`src/rtl/game_pkg.sv`:
```
// ---------------------------------------------------------------------------
// game_pkg
// Shared definitions for the brick-smash game-flow controller: the sequencer
// state encoding (also exported on the HUD/debug state bus), the brick-wall
// geometry and the playfield line below which the ball counts as lost.
// ---------------------------------------------------------------------------
package game_pkg;

  typedef enum logic [2:0] {
    IDLE  = 3'd0,
    CLEAR = 3'd1,
    SERVE = 3'd2,
    PLAY  = 3'd3,
    LOST  = 3'd4,
    OVER  = 3'd5
  } state_e;

  localparam int BRICKS_H    = 16;
  localparam int BRICKS_V    = 8;
  localparam int BALL_Y_LOSS = 232;

endpackage

```
`src/rtl/game_sequencer_if.sv`:
```
// ---------------------------------------------------------------------------
// game_sequencer_if
// Bundles the signals between the game sequencer and the surrounding
// datapath (ball/paddle logic, brick array, player stats).
//   master : the sequencer side (takes frame/player/ball inputs, drives the
//            brick clear stream, ball gating, stats pulses, level and state)
//   slave  : the datapath side
// ---------------------------------------------------------------------------
interface game_sequencer_if #(
  parameter int IDX_W = 7
);
  logic             frame_tick;
  logic             fire;
  logic [8:0]       ball_y;
  logic             brick_hit;
  logic [3:0]       lives;
  logic             clr_we;
  logic [IDX_W-1:0] clr_idx;
  logic             ball_run;
  logic             ball_load;
  logic             declives;
  logic             reset_stats;
  logic [3:0]       level;
  logic [2:0]       state;

  modport master (
    input  frame_tick, fire, ball_y, brick_hit, lives,
    output clr_we, clr_idx, ball_run, ball_load, declives, reset_stats,
           level, state
  );

  modport slave (
    output frame_tick, fire, ball_y, brick_hit, lives,
    input  clr_we, clr_idx, ball_run, ball_load, declives, reset_stats,
           level, state
  );
endinterface

```
`src/rtl/frame_timer.sv`:
```
// ---------------------------------------------------------------------------
// frame_timer
// Loadable down-counter clocked by frame ticks; used for both the serve wait
// and the post-loss pause.
//   clk, reset    : clock, asynchronous active-high reset
//   i_load        : load i_load_val (wins over a simultaneous tick)
//   i_load_val    : frame count to wait
//   i_frame_tick  : one-clk pulse per video frame
//   o_done        : count is 0, or this tick takes it from 1 to 0
// ---------------------------------------------------------------------------
module frame_timer #(
  parameter int CNT_W = 7
) (
  input  logic             clk,
  input  logic             reset,
  input  logic             i_load,
  input  logic [CNT_W-1:0] i_load_val,
  input  logic             i_frame_tick,
  output logic             o_done
);

  logic [CNT_W-1:0] r_count;

  // NOTE: sequential state uses non-blocking assignments so every register
  // samples pre-edge values regardless of process evaluation order.
  always_ff @(posedge clk or posedge reset) begin
    if (reset) begin
      r_count <= '0;
    end else if (i_load) begin
      r_count <= i_load_val;
    end else if (i_frame_tick && (r_count != '0)) begin
      r_count <= r_count - 1'b1;
    end
  end

  // Flag the tick that reaches zero so the owner can switch state on that
  // same edge; a zero count (including zero on load) reads as expired.
  assign o_done = (r_count == '0) ||
                  (i_frame_tick && (r_count == CNT_W'(1)));

endmodule

```
`src/rtl/game_sequencer.sv`:
```
// ---------------------------------------------------------------------------
// game_sequencer
// Game-flow controller: attract (IDLE), brick-wall refill (CLEAR), serve
// wait (SERVE), play (PLAY), life lost pause (LOST) and game over (OVER).
//   clk, reset : clock, asynchronous active-high reset
//   bus        : game_sequencer_if.master
//     in  frame_tick, fire, ball_y[8:0], brick_hit, lives[3:0]
//     out clr_we, clr_idx[IDX_W-1:0], ball_run, ball_load, declives,
//         reset_stats, level[3:0], state[2:0]   (all registered)
// ---------------------------------------------------------------------------
module game_sequencer
  import game_pkg::*;
#(
  parameter int BRICKS       = game_pkg::BRICKS_H * game_pkg::BRICKS_V,
  parameter int IDX_W        = 7,
  parameter int SERVE_FRAMES = 60,
  parameter int LOSS_FRAMES  = 90,
  parameter int BALL_Y_LOSS  = game_pkg::BALL_Y_LOSS,
  parameter int MAX_LEVEL    = 15
) (
  input logic               clk,
  input logic               reset,
  game_sequencer_if.master  bus
);

  localparam int CNT_MAX = (SERVE_FRAMES > LOSS_FRAMES) ? SERVE_FRAMES : LOSS_FRAMES;
  localparam int CNT_W   = $clog2(CNT_MAX + 1);

  state_e           r_state, w_state;
  logic             r_clr_we, w_clr_we;
  logic [IDX_W-1:0] r_clr_idx, w_clr_idx;
  logic             r_ball_run, w_ball_run;
  logic             r_ball_load, w_ball_load;
  logic             r_declives, w_declives;
  logic             r_reset_stats, w_reset_stats;
  logic [3:0]       r_level, w_level;
  logic [IDX_W:0]   r_bricks_left, w_bricks_left;
  logic             r_seen_low, w_seen_low;   // OVER: fire seen released on a tick
  logic             w_tmr_load;
  logic [CNT_W-1:0] w_tmr_val;
  logic             w_tmr_done;

  frame_timer #(.CNT_W(CNT_W)) u_timer (
    .clk          (clk),
    .reset        (reset),
    .i_load       (w_tmr_load),
    .i_load_val   (w_tmr_val),
    .i_frame_tick (bus.frame_tick),
    .o_done       (w_tmr_done)
  );

  always_ff @(posedge clk or posedge reset) begin
    if (reset) begin
      r_state       <= IDLE;
      r_clr_we      <= 1'b0;
      r_clr_idx     <= '0;
      r_ball_run    <= 1'b0;
      r_ball_load   <= 1'b1;
      r_declives    <= 1'b0;
      r_reset_stats <= 1'b0;
      r_level       <= '0;
      r_bricks_left <= '0;
      r_seen_low    <= 1'b0;
    end else begin
      r_state       <= w_state;
      r_clr_we      <= w_clr_we;
      r_clr_idx     <= w_clr_idx;
      r_ball_run    <= w_ball_run;
      r_ball_load   <= w_ball_load;
      r_declives    <= w_declives;
      r_reset_stats <= w_reset_stats;
      r_level       <= w_level;
      r_bricks_left <= w_bricks_left;
      r_seen_low    <= w_seen_low;
    end
  end

  // NOTE: every signal written below gets a default first, so no path through
  // the case statement can leave one unassigned and infer a latch.
  always_comb begin
    w_state       = r_state;
    w_clr_we      = 1'b0;
    w_clr_idx     = '0;
    w_declives    = 1'b0;
    w_reset_stats = 1'b0;
    w_level       = r_level;
    w_bricks_left = r_bricks_left;
    w_seen_low    = r_seen_low;
    w_tmr_load    = 1'b0;
    w_tmr_val     = '0;

    unique case (r_state)
      IDLE: begin
        if (bus.frame_tick && bus.fire) begin
          w_state       = CLEAR;
          w_level       = '0;
          w_reset_stats = 1'b1;
          w_clr_we      = 1'b1;   // index 0 is written on the first CLEAR cycle
        end
      end

      CLEAR: begin
        if (r_clr_idx == IDX_W'(BRICKS - 1)) begin
          w_state       = SERVE;
          w_bricks_left = (IDX_W + 1)'(BRICKS);
          w_tmr_load    = 1'b1;
          w_tmr_val     = CNT_W'(SERVE_FRAMES);
        end else begin
          w_clr_we  = 1'b1;
          w_clr_idx = r_clr_idx + 1'b1;
        end
      end

      SERVE: begin
        if (w_tmr_done || (bus.frame_tick && bus.fire)) begin
          w_state = PLAY;
        end
      end

      PLAY: begin
        if (bus.brick_hit && (r_bricks_left != '0)) begin
          w_bricks_left = r_bricks_left - 1'b1;
        end
        // The last brick takes priority over a ball lost on the same cycle.
        if (bus.brick_hit && (r_bricks_left == (IDX_W + 1)'(1))) begin
          w_state  = CLEAR;
          w_clr_we = 1'b1;
          w_level  = (r_level >= 4'(MAX_LEVEL)) ? r_level : r_level + 1'b1;
        end else if (bus.frame_tick && (bus.ball_y >= 9'(BALL_Y_LOSS))) begin
          w_state    = LOST;
          w_declives = 1'b1;
          w_tmr_load = 1'b1;
          w_tmr_val  = CNT_W'(LOSS_FRAMES);
        end
      end

      LOST: begin
        if (w_tmr_done) begin
          if (bus.lives == '0) begin
            w_state    = OVER;
            w_seen_low = 1'b0;
          end else begin
            w_state    = SERVE;
            w_tmr_load = 1'b1;
            w_tmr_val  = CNT_W'(SERVE_FRAMES);
          end
        end
      end

      OVER: begin
        // A held button must be released on a frame before it can restart.
        if (bus.frame_tick) begin
          if (!bus.fire)       w_seen_low = 1'b1;
          else if (r_seen_low) w_state    = IDLE;
        end
      end

      default: w_state = IDLE;
    endcase

    w_ball_run  = (w_state == PLAY);
    w_ball_load = (w_state != PLAY) && (w_state != LOST);
  end

  assign bus.clr_we      = r_clr_we;
  assign bus.clr_idx     = r_clr_idx;
  assign bus.ball_run    = r_ball_run;
  assign bus.ball_load   = r_ball_load;
  assign bus.declives    = r_declives;
  assign bus.reset_stats = r_reset_stats;
  assign bus.level       = r_level;
  assign bus.state       = r_state;

endmodule

```
`src/flat_wrapper.sv`:
```
// flat-port wrapper written by rule: the top's interface ports become plain ports
module game_sequencer_flat import game_pkg::*;
#(
  parameter int BRICKS       = game_pkg::BRICKS_H * game_pkg::BRICKS_V,
  parameter int IDX_W        = 7,
  parameter int SERVE_FRAMES = 60,
  parameter int LOSS_FRAMES  = 90,
  parameter int BALL_Y_LOSS  = game_pkg::BALL_Y_LOSS,
  parameter int MAX_LEVEL    = 15
)
  (clk, reset, bus_frame_tick, bus_fire, bus_ball_y, bus_brick_hit, bus_lives, bus_clr_we, bus_clr_idx, bus_ball_run, bus_ball_load, bus_declives, bus_reset_stats, bus_level, bus_state);
  game_sequencer_if #(.IDX_W(IDX_W)) bus_i ();
  input logic clk;
  input logic reset;
  input wire logic [$bits(bus_i.frame_tick)-1:0] bus_frame_tick;
  input wire logic [$bits(bus_i.fire)-1:0] bus_fire;
  input wire logic [$bits(bus_i.ball_y)-1:0] bus_ball_y;
  input wire logic [$bits(bus_i.brick_hit)-1:0] bus_brick_hit;
  input wire logic [$bits(bus_i.lives)-1:0] bus_lives;
  output wire logic [$bits(bus_i.clr_we)-1:0] bus_clr_we;
  output wire logic [$bits(bus_i.clr_idx)-1:0] bus_clr_idx;
  output wire logic [$bits(bus_i.ball_run)-1:0] bus_ball_run;
  output wire logic [$bits(bus_i.ball_load)-1:0] bus_ball_load;
  output wire logic [$bits(bus_i.declives)-1:0] bus_declives;
  output wire logic [$bits(bus_i.reset_stats)-1:0] bus_reset_stats;
  output wire logic [$bits(bus_i.level)-1:0] bus_level;
  output wire logic [$bits(bus_i.state)-1:0] bus_state;
  assign bus_i.frame_tick = bus_frame_tick;
  assign bus_i.fire = bus_fire;
  assign bus_i.ball_y = bus_ball_y;
  assign bus_i.brick_hit = bus_brick_hit;
  assign bus_i.lives = bus_lives;
  assign bus_clr_we = bus_i.clr_we;
  assign bus_clr_idx = bus_i.clr_idx;
  assign bus_ball_run = bus_i.ball_run;
  assign bus_ball_load = bus_i.ball_load;
  assign bus_declives = bus_i.declives;
  assign bus_reset_stats = bus_i.reset_stats;
  assign bus_level = bus_i.level;
  assign bus_state = bus_i.state;
  game_sequencer #(.BRICKS(BRICKS), .IDX_W(IDX_W), .SERVE_FRAMES(SERVE_FRAMES), .LOSS_FRAMES(LOSS_FRAMES), .BALL_Y_LOSS(BALL_Y_LOSS), .MAX_LEVEL(MAX_LEVEL)) u_core (.clk(clk), .reset(reset), .bus(bus_i));
endmodule
```
`config.mk`:
```
export PLATFORM = sky130hd
export DESIGN_NAME = game_sequencer_flat
export DESIGN_NICKNAME = d
export VERILOG_FILES = /design/src/rtl/game_pkg.sv /design/src/rtl/game_sequencer_if.sv /design/src/rtl/frame_timer.sv /design/src/rtl/game_sequencer.sv /design/src/flat_wrapper.sv
export SDC_FILE = /design/constraint.sdc
export NUM_CORES = 1
export LEC_CHECK = 0
export CAP_MARGIN = 20
export CORE_ASPECT_RATIO = 1.2
export CORE_MARGIN = 3
export CORE_UTILIZATION = 39
export CTS_CLUSTER_SIZE = 30
export DETAILED_ROUTE_END_ITERATION = 10
export GPL_ROUTABILITY_DRIVEN = 1
export SLEW_MARGIN = 10
export SYNTH_ARGS = -nofsm -noshare
export SYNTH_HDL_FRONTEND = slang
export SYNTH_SLANG_ARGS = --single-unit
```
`constraint.sdc`:
```
create_clock -name clk -period 5.4 [get_ports clk]
set_input_delay 1.08 -clock clk [delete_from_list [all_inputs] [get_ports clk]]
set_output_delay 1.08 -clock clk [all_outputs]
set_load 0.01 [all_outputs]
```
# ---- Yosys cells after proc, flatten, opt, wreduce, memory -nomap -nowiden
# Index checks and enable logic that the tools add are counted.
dict set report totals {
  reg_bits 35
  word_cells 103
  output_inout_bits 19
  inputBits 18
}
dict set report classes {
  n_reduce_logical 21
  eq_ne 20
  n_mux 45
  magnitude_cmp 2
  add_sub_neg 4
}
# op n
set ops {}
lappend ops {{7-bit 2-to-1 mux} 7}
lappend ops {{3-bit 2-to-1 mux} 10}
lappend ops {{7-bit case mux with 3 select lines} 1}
lappend ops {{3-bit case mux with 6 select lines} 1}
lappend ops {{8-bit 2-to-1 mux} 2}
lappend ops {{8-bit case mux with 2 select lines} 1}
lappend ops {{1-bit 2-to-1 mux} 14}
lappend ops {{4-bit 2-to-1 mux} 3}
lappend ops {{6-bit 2-to-1 mux} 2}
lappend ops {{2-bit by 1-bit != test with 1-bit output (second input constant)} 6}
lappend ops {{3-bit by 2-bit == test with 1-bit output (second input constant)} 3}
lappend ops {{9-bit by 8-bit >= comparator with 1-bit output (second input constant)} 1}
lappend ops {{8-bit by 1-bit == test with 1-bit output (second input constant)} 1}
lappend ops {{4-bit case mux with 2 select lines} 1}
lappend ops {{2-bit nonzero test} 4}
lappend ops {{8-bit nonzero test} 1}
lappend ops {{8-bit by 1-bit subtractor with 8-bit output (second input constant)} 1}
lappend ops {{7-bit by 1-bit adder with 7-bit output (second input constant)} 1}
lappend ops {{7-bit by 1-bit == test with 1-bit output (second input constant)} 1}
lappend ops {{7-bit == test (second input constant)} 1}
lappend ops {{1-bit logical AND} 7}
lappend ops {{7-bit zero test} 1}
lappend ops {{7-bit nonzero test} 1}
lappend ops {{7-bit by 1-bit subtractor with 7-bit output (second input constant)} 1}
lappend ops {{15 further kinds} 20}

# ---- Depth between registers and ports, before layout
dict set report depth {
  word_depth 8
  mapped_depth 9
  depth_no_buf 7
}

# ---- By module
# A second synthesis with hierarchy kept.
dict set report unflattened {
  cells_unflattened 209
  area_unflattened_um2 1986.9
}
# mod instances seq_area_each_um2 cells_per_inst area_per_inst_um2
set by_module_without_submodules {}
lappend by_module_without_submodules {game_sequencer 1 701.9 152 1495.2}
lappend by_module_without_submodules {frame_timer 1 175.2 57 491.7}

# ---- Worst setup path before layout
# Ideal clock, no wire load.
dict set report synth_path {
  path_kind {input to register}
  start {input bus_frame_tick}
  end {register u_core.r_ball_load (netlist: u_core.bus.ball_load)}
  arrival_ps 2499
  cell_stages 6
  setup_time_ps 85
  path_buffers 1
  slack_ps 2816
  required_time_ps 5315
  path_cell_list {clkbuf_1 > nand4_1 > o21ai_0 > nor2_1 > nor4_1 > mux2_1}
}
dict set report synth_between {
  elab_chain_cells 7
  word_cells_on_any_way 15
  cone_classes {2 x eq/ne; 7 x mux; 6 x reduce/logical}
}
# element line
set synth_rtl {}
lappend synth_rtl {{start, declared} flat_wrapper.sv:15} ;# input wire logic [$bits(bus_i.frame_tick)-1:0] bus_frame_tick;
lappend synth_rtl {{1-bit logical AND} frame_timer.sv:39} ;# (i_frame_tick && (r_count == CNT_W'(1)));
lappend synth_rtl {{1-bit logical OR} frame_timer.sv:38} ;# assign o_done = (r_count == '0) ||
lappend synth_rtl {{1-bit logical OR} game_sequencer.sv:115} ;# if (w_tmr_done || (bus.frame_tick && bus.fire)) begin
lappend synth_rtl {{3-bit 2-to-1 mux} game_sequencer.sv:115}
lappend synth_rtl {{3-bit case mux with 6 select lines *} game_sequencer.sv:92} ;# unique case (r_state)
lappend synth_rtl {{3-bit by 2-bit != test with 1-bit output or 3-bit != test (tied branches)} game_sequencer.sv:162} ;# w_ball_load = (w_state != PLAY) && (w_state != LOST);
lappend synth_rtl {{1-bit logical AND *} game_sequencer.sv:162}
lappend synth_rtl {{net u_core.w_ball_load} game_sequencer.sv:33} ;# logic r_ball_load, w_ball_load;
lappend synth_rtl {{end signal, assigned} game_sequencer.sv:69} ;# r_ball_load <= w_ball_load;
lappend synth_rtl {{end, declared} game_sequencer.sv:33}
# Mark *: on every way through the listed nets, which the timed path passes. The rest lies on a longest branch.
# A chain may end at the register's enable or synchronous reset.

# ---- Worst setup path in the final report
# Ends and elaborated chain as after synthesis.

==> run metrics <==
post-synth cell types=42; Yosys top cell area share=46.0%; count of final max-slew check failures=0; reg2reg end=u_core.bus.ball_load$_DFF_PP1_; count of flip-flops with a built-in enable after synthesis=0; Startpoint Class=input pin; Rows=26; top_reg_cell synth=dfrtp_1; critical path type=input pin to flop; synthesized area per cell=9.79 um2; sequential fraction of the synthesis area=47.4%; DRC Markers=0; Fin Setup TNS=0 ps; crit path from=bus_frame_tick; synth cell count leaders=dfrtp_1 (34), nor2_1 (22), nand2_1 (14), inv_1 (13), nand3_1 (12); final hold slack=489 ps; Final ANT Viol Nets=0; Worst-Margin Slew=763 ps; clock-pin slew on the worst setup and hold paths=70 ps; fillers=406; DP Worst Slack=2170 ps; Mapped Nets=214; gpl congestion=0.825; # IOs=37; gr usage total=16.0%; root buf cell=clkbuf_8; Area contributors post-synth=dfrtp_1 (46%), ha_1 (4.7%), nor2_1 (4.5%); CTS max path bufs=2; Worst-Skew Late Latency=280 ps; max cap viols=0; WL met3=119 um; reg2reg path depth=6; Area Overhead vs Synth=24.8%; DIE WIDTH=68.9 um; clk sinks=35; most frequent cell after synthesis=dfrtp_1; # Post-CTS Setup Buffers=0; Worst Setup Slack, final=2480 ps; PortBufs=33; Final Cell Area=0.00231 mm2; H-tree depth=2; min cycle time layout=2920 ps; Initial Utilization=41.8%; initial antenna violation count=0; half-perimeter wire length after detailed placement=2.99 mm; #FFs+latches synth=35; Yosys top cell by area=dfrtp_1; DR vias/cell=5.39; GRT Residual Overflow=0; layout cells sized above 1=7.05%; met2 wire length=2.03 mm; RSZ-0062 raised after global routing=no; Yosys warnings=0; Critical Path AT=3130 ps; CTS tree=yes; last element of the critical path=u_core.bus.ball_load$_DFF_PP1_; global-route wire length before repair=6.75 mm; area post-placement=0.00223 mm2; type of the worst min-delay path=flop to flop; Die H=81.5 um; Pwr Density=316 mW/mm2; Crit path required time=5610 ps; Num CTS Buffers=5; worst reg-to-reg setup slack=3020 ps; Top Metal Used=met4; outcome=finished clean; Synth async-reset ratio=100%; Leak=0.973 nW; core area=0.00442 mm2; hold_buf cts=0; Final Skew=6.71 ps; worst flop-to-flop path startpoint=u_core.bus.clr_idx[0]$_DFF_PP0_; WL final=3.98 mm; mean routed wirelength per cell=14.1 um; mapped cell area=0.00185 mm2; worst vdd ir=0.168 mV; largest net degree at the start of global routing=36; Worst slew margin=48.7%; f_max=0.343 GHz; drt first pass iters=5; Resized cells post-CTS=0; Final Hold Violating Endpoints=0; total die area=0.00561 mm2; Final Net Count=251; DRT iter0 DRCs=106; Vias=1526; vias in the first global route=1492; CP Max Fanout=9; synthesized netlist cell count=189; M1 WL=1.74 mm; final setup fails=0; CP endpoint kind=flop; final period utilization=54.0%; # diodes=0
==> layout by cell type (no fill, tap or decap), types with 2 or more instances in the layout <==
master	netlist	layout
nand3b_1	2	2
nand3_1	12	12
inv_1	13	13
nor2_1	22	22
clkbuf_1	2	2
ha_1	7	7
nor4_1	4	4
or4_4	2	2
nor3_1	7	7
or4_1	2	2
xor2_1	8	8
clkbuf_8	0	5
a21oi_1	4	4
o21ai_0	9	9
nor3b_1	4	4
or3_1	3	3
nand4_1	2	2
o31ai_1	4	4
clkdlybuf4s50_1	0	33
xnor2_1	8	8
dfrtp_1	34	34
nand2_1	14	14
a31oi_1	3	3
a21o_1	2	2
==> cells by family after synthesis <==
family          after synthesis  share of synthesized area (%)
simple gates                 82                           23.9
flops                        35                           47.4
compound gates               31                           11.6
buf+inv                      17                           4.26
xor+xnor                     16                           7.57
fa+ha+maj                     7                           4.73
mux                           1                          0.608
==> report_power, final <==
group | switching (mW) | internal [mW] | leakage, nW
clock network | 0.0899 | 0.0904 | 0.0422
registers | 0.0457 | 0.308 | 0.450
logic | 0.0911 | 0.106 | 0.481
total | 0.227 | 0.504 | 0.973
==> stage by stage <==
stage          power [mW]  cells  utilization (%)
2_1_floorplan       0.471    189                -
3_3_place_gp        0.550    275             50.4
3_5_place_dp        0.555    275             50.4
4_1_cts             0.739    283             52.2
5_1_grt             0.784    283             52.2
6_report            0.731    283             52.2
==> worst max-delay path, stage by stage <==
cell             delay (ps)
clkdlybuf4s50_1         660
nand4_1                 140
o21ai_0                 280
nor2_1                  100
nor4_1                  500
mux2_1                  370
==> routing by layer <==
metal,global-route usage (%),up-vias
li1,-,744
met1,19.6,744
met2,26.2,29
met3,4.51,9
met4,6.43,0
met5,0,-
==> layout make-up <==
cell class / count / area (um2) / share of cell area (%)
multi-input combinational: 137 / 895 / 38.7
sequential: 35 / 877 / 38.0
timing repair buffer: 34 / 338 / 14.6
clock buffer: 7 / 76.3 / 3.30
tap: 56 / 70.1 / 3.03
inverter: 13 / 48.8 / 2.11
clock inverter: 1 / 5.00 / 0.217
==> worst min path at each step <==
stage,cells after the start,to,slack (ps),startpoint
floorplan,2,u_core.r_seen_low$_DFFE_PP0P_,470,u_core.r_seen_low$_DFFE_PP0P_
finish,1,u_core.bus.clr_idx[0]$_DFF_PP0_,490,u_core.bus.clr_idx[0]$_DFF_PP0_
detailed placement,1,u_core.bus.clr_idx[0]$_DFF_PP0_,480,u_core.bus.clr_idx[0]$_DFF_PP0_
global route,2,u_core.r_seen_low$_DFFE_PP0P_,540,u_core.r_seen_low$_DFFE_PP0P_
CTS,1,u_core.bus.clr_idx[0]$_DFF_PP0_,490,u_core.bus.clr_idx[0]$_DFF_PP0_
global placement,1,u_core.bus.clr_idx[0]$_DFF_PP0_,470,u_core.bus.clr_idx[0]$_DFF_PP0_
==> registers in the layout (all words and copies together) (netlist names) <==
| register | cells |
|---|---|
| u_core.r_seen_low | 1 |
| u_core.bus.level | 4 |
| u_core.r_bricks_left | 8 |
| u_core.u_timer.r_count | 7 |
| u_core.bus.clr_we | 1 |
| u_core.bus.reset_stats | 1 |
| u_core.bus.ball_run | 1 |
| u_core.bus.declives | 1 |
| u_core.bus.clr_idx | 7 |
| u_core.bus.state | 3 |
| u_core.bus.ball_load | 1 |
Note: power is estimated with default switching activity, not from simulation.
